--- src/rtl/mm_operand_issuer.sv ---
// Operand sequencer for the multiply-and-min core: buffers operand triples, issues one
// operation at a time, and holds the result for a valid/ready consumer. Optional: MM_TIMEOUT_EN.
module mm_operand_issuer #(
  parameter int N       = 8,
  parameter int DEPTH   = 4,
  parameter int GUARD   = 2,
  parameter int TIMEOUT = 255
) (
  input  logic                       clk,
  input  logic                       reset_n,
  input  logic                       in_valid,
  output logic                       in_ready,
  input  logic [N-1:0]               in_a,
  input  logic [N-1:0]               in_b,
  input  logic [N-1:0]               in_c,
  output logic [N-1:0]               core_a,
  output logic [N-1:0]               core_b,
  output logic [N-1:0]               core_c,
  output logic                       core_start,
  input  logic                       core_ready,
  input  logic [N-1:0]               core_result,
  input  logic                       core_overflow,
  output logic                       out_valid,
  input  logic                       out_ready,
  output logic [N-1:0]               out_result,
  output logic                       out_overflow,
  output logic                       busy,
  output logic [$clog2(DEPTH):0]     count,
  output logic                       timeout_flag
);

  // state | meaning
  // IDLE  | waiting for a buffered triple and a free output register
  // ISSUE | core_start pulse, operands held on core_a/b/c
  // GUARD | core_ready ignored while the core drops any stale done flag
  // WAIT  | waiting for core_ready (or the timeout, when enabled)
  localparam logic [1:0] S_IDLE  = 2'd0;
  localparam logic [1:0] S_ISSUE = 2'd1;
  localparam logic [1:0] S_GUARD = 2'd2;
  localparam logic [1:0] S_WAIT  = 2'd3;

  localparam int AW = $clog2(DEPTH);
  localparam int CW = AW + 1;
  localparam int GW = $clog2(GUARD + 1);

  if (DEPTH < 2 || (DEPTH & (DEPTH - 1)) != 0 || GUARD < 1 || TIMEOUT < 1) begin : g_bad_params
    $error("mm_operand_issuer: DEPTH must be a power of 2 >= 2, GUARD and TIMEOUT >= 1");
  end

  logic [3*N-1:0] mem [DEPTH];
  logic [AW-1:0]  wr_ptr;
  logic [AW-1:0]  rd_ptr;
  logic [CW-1:0]  count_q;
  logic [1:0]     state;
  logic [GW-1:0]  guard_cnt;
  logic [N-1:0]   head_a;
  logic [N-1:0]   head_b;
  logic [N-1:0]   head_c;
  logic           push;
  logic           pop;
  logic           take;
  logic           done_ok;
  logic           to_hit;
  logic           out_valid_q;

  assign in_ready = (count_q < CW'(DEPTH));
  assign push     = in_valid && in_ready;
  assign take     = out_valid_q && out_ready;
  // Pop reads the registered count, so a triple pushed this cycle is never bypassed.
  assign pop      = (state == S_IDLE) && (count_q != '0) && (!out_valid_q || out_ready);
  assign done_ok  = (state == S_WAIT) && core_ready;
  assign {head_a, head_b, head_c} = mem[rd_ptr];

  assign count     = count_q;
  assign busy      = (state != S_IDLE);
  assign out_valid = out_valid_q;

  always_ff @(posedge clk) begin
    if (push) mem[wr_ptr] <= {in_a, in_b, in_c};
  end

  always_ff @(posedge clk or negedge reset_n) begin
    if (!reset_n) begin
      wr_ptr  <= '0;
      rd_ptr  <= '0;
      count_q <= '0;
    end else begin
      if (push) wr_ptr <= wr_ptr + 1'b1;
      if (pop)  rd_ptr <= rd_ptr + 1'b1;
      case ({push, pop})
        2'b10:   count_q <= count_q + 1'b1;
        2'b01:   count_q <= count_q - 1'b1;
        default: count_q <= count_q;
      endcase
    end
  end

  always_ff @(posedge clk or negedge reset_n) begin
    if (!reset_n) begin
      state      <= S_IDLE;
      guard_cnt  <= '0;
      core_a     <= '0;
      core_b     <= '0;
      core_c     <= '0;
      core_start <= 1'b0;
    end else begin
      case (state)
        S_IDLE: begin
          if (pop) begin
            core_a     <= head_a;
            core_b     <= head_b;
            core_c     <= head_c;
            core_start <= 1'b1;
            state      <= S_ISSUE;
          end
        end
        S_ISSUE: begin
          core_start <= 1'b0;
          guard_cnt  <= GW'(GUARD - 1);
          state      <= S_GUARD;
        end
        S_GUARD: begin
          if (guard_cnt == '0) state <= S_WAIT;
          else                 guard_cnt <= guard_cnt - 1'b1;
        end
        S_WAIT: begin
          if (done_ok || to_hit) state <= S_IDLE;
        end
        default: state <= S_IDLE;
      endcase
    end
  end

  always_ff @(posedge clk or negedge reset_n) begin
    if (!reset_n) begin
      out_valid_q  <= 1'b0;
      out_result   <= '0;
      out_overflow <= 1'b0;
    end else if (done_ok) begin
      out_valid_q  <= 1'b1;
      out_result   <= core_result;
      out_overflow <= core_overflow;
    end else if (to_hit) begin
      out_valid_q  <= 1'b1;
      out_result   <= '0;
      out_overflow <= 1'b1;
    end else if (take) begin
      out_valid_q  <= 1'b0;
    end
  end

`ifdef MM_TIMEOUT_EN
  localparam int TW = $clog2(TIMEOUT + 1);
  logic [TW-1:0] to_cnt;

  // core_ready on the terminal cycle takes priority over the timeout.
  assign to_hit = (state == S_WAIT) && !core_ready && (to_cnt == '0);

  always_ff @(posedge clk or negedge reset_n) begin
    if (!reset_n) begin
      to_cnt       <= '0;
      timeout_flag <= 1'b0;
    end else begin
      if (state == S_GUARD)     to_cnt <= TW'(TIMEOUT - 1);
      else if (state == S_WAIT) to_cnt <= to_cnt - 1'b1;
      if (done_ok)     timeout_flag <= 1'b0;
      else if (to_hit) timeout_flag <= 1'b1;
      else if (take)   timeout_flag <= 1'b0;
    end
  end
`else
  assign to_hit       = 1'b0;
  assign timeout_flag = 1'b0;
`endif

endmodule

--- config.mk ---
export PLATFORM = sky130hd
export DESIGN_NAME = mm_operand_issuer
export DESIGN_NICKNAME = d
export VERILOG_FILES = /design/src/rtl/mm_operand_issuer.sv
export SDC_FILE = /design/constraint.sdc
export NUM_CORES = 1
export LEC_CHECK = 0
export ABC_AREA = 1
export BUFFER_PORTS_ARGS = -buffer_cell sky130_fd_sc_hd__buf_2
export CAP_MARGIN = 10
export CELL_PAD_IN_SITES_DETAIL_PLACEMENT = 0
export CELL_PAD_IN_SITES_GLOBAL_PLACEMENT = 1
export CORE_AREA = 5 5 118 120
export CTS_CLUSTER_DIAMETER = 120
export CTS_CLUSTER_SIZE = 16
export DETAILED_ROUTE_END_ITERATION = 8
export DIE_AREA = 0 0 123 125
export PLACE_DENSITY_LB_ADDON = 0.3
export SETUP_SLACK_MARGIN = 0.05
export SKIP_LAST_GASP = 1
export SYNTH_ARGS = -nofsm -noshare
export SYNTH_HDL_FRONTEND = slang
export SYNTH_SLANG_ARGS = --single-unit
export TNS_END_PERCENT = 50
--- constraint.sdc ---
create_clock -name clk -period 4.25 [get_ports clk]
set_input_delay 0.425 -clock clk [delete_from_list [all_inputs] [get_ports clk]]
set_output_delay 0.425 -clock clk [all_outputs]
set_load 0.01 [all_outputs]
==> impl_metrics.csv <==
group,metric,value,unit
floorplanning,rows,42,
route,ant_nets,0,
status,status,"completed",
grt,grt_max_degree,51,
setup_path,worst_setup_path_end_kind,"flip-flop",
setup_path,r2r_end,"count[2]",
floorplanning,start_util,0.435,
clocking,postCtsSetupBuffers,0,
logic_synthesis,synth_area_leaders,"edfxtp_1 (52%), dfrtp_1 (21%), nand2_1 (5.8%)",
final_layout,nets,596,
flow_run,max_cap_viol_count,0,
sta,rsz0062_at_grt,"false",
sta,fin_crit_sh,0.594,
clocking,cts_hold_buf,0,
setup_path,slowest_stage,"dfrtp_1",
grt,grt_pass1_vias,3425,
setup_path,crit_required,4540,ps
floorplanning,ios,79,
setup_path,slowest_delay,410,ps
placed_design,place.gp.congestion,0.723,
min_path,min_path_type,"in2reg",
route,drt_first_pass_iters,4,
final_layout,multiInputGateArea,1370,sq um
pwr,p_leak,2.78,nW
setup_path,crit_path_cell_trace,"inv_1, ha_1, inv_1, a21oi_2, nand2_2, inv_2, ha_1, inv_1, fa_1, a21oi_1, o21ai_0, xor2_1",
final_layout,fill_cells,1128,
pwr,p_int,3.23,mW
setup_path,rr_worst_depth,12,
final_layout,post-route-util,0.521,
final_layout,n_antenna_cell,0,
logic_synthesis,syn_inst,463,
clocking,cts_tree,"built",
logic_synthesis,mappedNetlistArea,5600,sq um
sta,finalCriticalPeriod,2520,ps
floorplanning,die-area,15400,sq um
setup_path,r2r_setup_slack,1730,ps
final_layout,seq_area,4040,sq um
sta,drv_slew,0,
pwr,powerDensity,739,nW/um^2
setup_path,crit_family,"adder cells",
logic_synthesis,synth_area_per_cell,12.1,sq um
floorplanning,die_height,125,um
clocking,cts_buffers,17,
setup_path,critical_path_class,"reg2reg",
floorplanning,core_area,12900,sq um
pwr,peakVddDrop,0.328,mV
pwr,power,4.96,mW
setup_path,startpoint_type,"flip-flop",
clocking,cts.sinks,142,
final_layout,fin_area,6710,sq um
sta,whs,222,ps
sta,setup_violations,0,
logic_synthesis,synth_nets,512,
min_path,min-delay-start,"out_ready",
setup_path,timing.critical_path.buf_inv,4,
grt,antenna_found_initial,0,
route,dr.first_iter.drc_count,132,
pwr,pwr-share-clk,0.269,
sta,slew_headroom,0.396,
sta,tightest_slew,906,ps
placed_design,placed_cell_area,6140,sq um
placed_design,hpwl,6570,um
clocking,htreeDepth,4,
clocking,cts_root_buf,"clkbuf_16",
route,viasPerCell,4.76,
placed_design,io_buffers,77,
sta,skew,8.71,ps
logic_synthesis,yosysWarnings,0,
pwr,seqPwrFrac,0.425,
route,routed_wl,10900,um
grt,grt_first_pass_wirelength,17600,um
sta,hold_viol,0,
sta,fmax,396,MHz
setup_path,crit_top_cell,"inv_1",
clocking,cts-resized-gates,0,
logic_synthesis,yosysTopAreaCellShare,0.515,
logic_synthesis,synth_area_leader_cell,"edfxtp_1",
logic_synthesis,ys_seq_area_frac,0.721,
final_layout,area_growth,19.9,%
pwr,sw_frac_of_total,0.349,
setup_path,rr_startpoint,"state[0]",
pwr,comb_power_share,0.306,
pwr,p_sw,1.73,mW
final_layout,drive_gt1_frac,0.236,
min_path,holdPathStages,2,
sta,setup_tns,0,ps
grt,grt_util_all_layers,0.152,
setup_path,path_max_fanout,28,
setup_path,arrival,2810,ps
clocking,clk_pin_slew_worst_paths,60,ps
min_path,whs_endpoint,"out_valid",
logic_synthesis,synth.distinct_cells,25,
floorplanning,fp.dieW,123,um
route,vias,3502,
grt,overflow,0,
route,drt-wirelength-per-cell,14.8,um
clocking,cts_buffer_depth,2,
logic_synthesis,ys_ff_latch,142,
clocking,clk_latency,420,ps
route,drc,0,
[worst max-delay path by stage]
stage                        start       end  slack, ps  cells past startpoint
after floorplan           state[0]  count[2]       1970                     13
after global placement    state[0]  count[2]       1800                     12
after detailed placement  state[0]  count[2]       1700                     12
after CTS                 state[0]  count[2]       1700                     12
after global routing      state[1]  count[2]       1490                     12
final                     state[0]  count[2]       1730                     12
[synth_stat cells, drive strengths merged]
master   n
a21oi    4
buf     12
clkbuf   8
conb     1
dfrtp   46
edfxtp  96
fa       1
ha      10
inv     23
mux2     9
nand2   87
nand3    3
nand3b   1
nor2    78
o21ai   79
o22ai    1
xnor2    1
xor2     3
[layout make-up]
| cell class | count | area share |
|---|---|---|
| clock buffers | 20 | 0.0666 |
| clock inverters | 12 | 0.0145 |
| inverters | 23 | 0.0129 |
| multi-input cells | 278 | 0.203 |
| flip-flops and latches | 142 | 0.601 |
| well taps | 176 | 0.0328 |
| repair buffers | 85 | 0.0686 |
[sequential cells by signal, indices dropped and copies added (netlist names)]
name          flops
state             2
core_b            8
out_overflow      1
count             3
rd_ptr            2
wr_ptr            2
core_c            8
guard_cnt         2
core_a            8
core_start        1
out_valid         1
out_result        8
mem              96
[layout by cell type (no fill, tap or decap), drive strengths merged]
| master | n |
|---|---|
| edfxtp | 96 |
| nand2 | 87 |
| buf | 84 |
| o21ai | 79 |
| nor2 | 78 |
| dfrtp | 46 |
| inv | 24 |
| clkbuf | 20 |
| ha | 10 |
| mux2 | 9 |
| clkinv | 6 |
| clkinvlp | 4 |
| a21oi | 4 |
| nand3 | 3 |
| xor2 | 3 |
| nand3b | 1 |
| o22ai | 1 |
| xnor2 | 1 |
| fa | 1 |
| conb | 1 |
| bufinv | 1 |
| dlygate4sd3 | 1 |
[cell families after synthesis]
| logic type | count (synthesis) | synth area share |
|---|---|---|
| buf+inv | 43 | 0.0371 |
| compound gates | 84 | 0.0760 |
| other cells | 1 | 0.000670 |
| xor+xnor | 4 | 0.00626 |
| simple gates | 169 | 0.115 |
| fa+ha+maj | 11 | 0.0259 |
| mux | 9 | 0.0181 |
| flops | 142 | 0.721 |
[layer usage]
layer | track usage | vias up | share of wire
li1 | - | 1741 | -
met1 | 0.186 | 1680 | 0.44
met2 | 0.250 | 67 | 0.49
met3 | 0.0506 | 14 | 0.051
met4 | 0.0547 | 0 | 0.016
met5 | 0 | - | 0
[power groups by stage]
stage	clock [mW]	sequential (mW)	combinational (mW)
floorplan	0	2.10	1.07
global placement	0	2.12	1.52
detailed placement	0	2.13	1.56
CTS	1.37	2.11	1.56
global route	1.44	2.16	1.76
finish	1.33	2.11	1.52
[through the flow]
stage,setup WS (ps),instances
3_3_place_gp,1800,702
4_1_cts,1700,734
6_report,1730,736
5_1_grt,1490,736
2_1_floorplan,1970,463
3_5_place_dp,1700,702
Power figures use the tool's default switching activity.
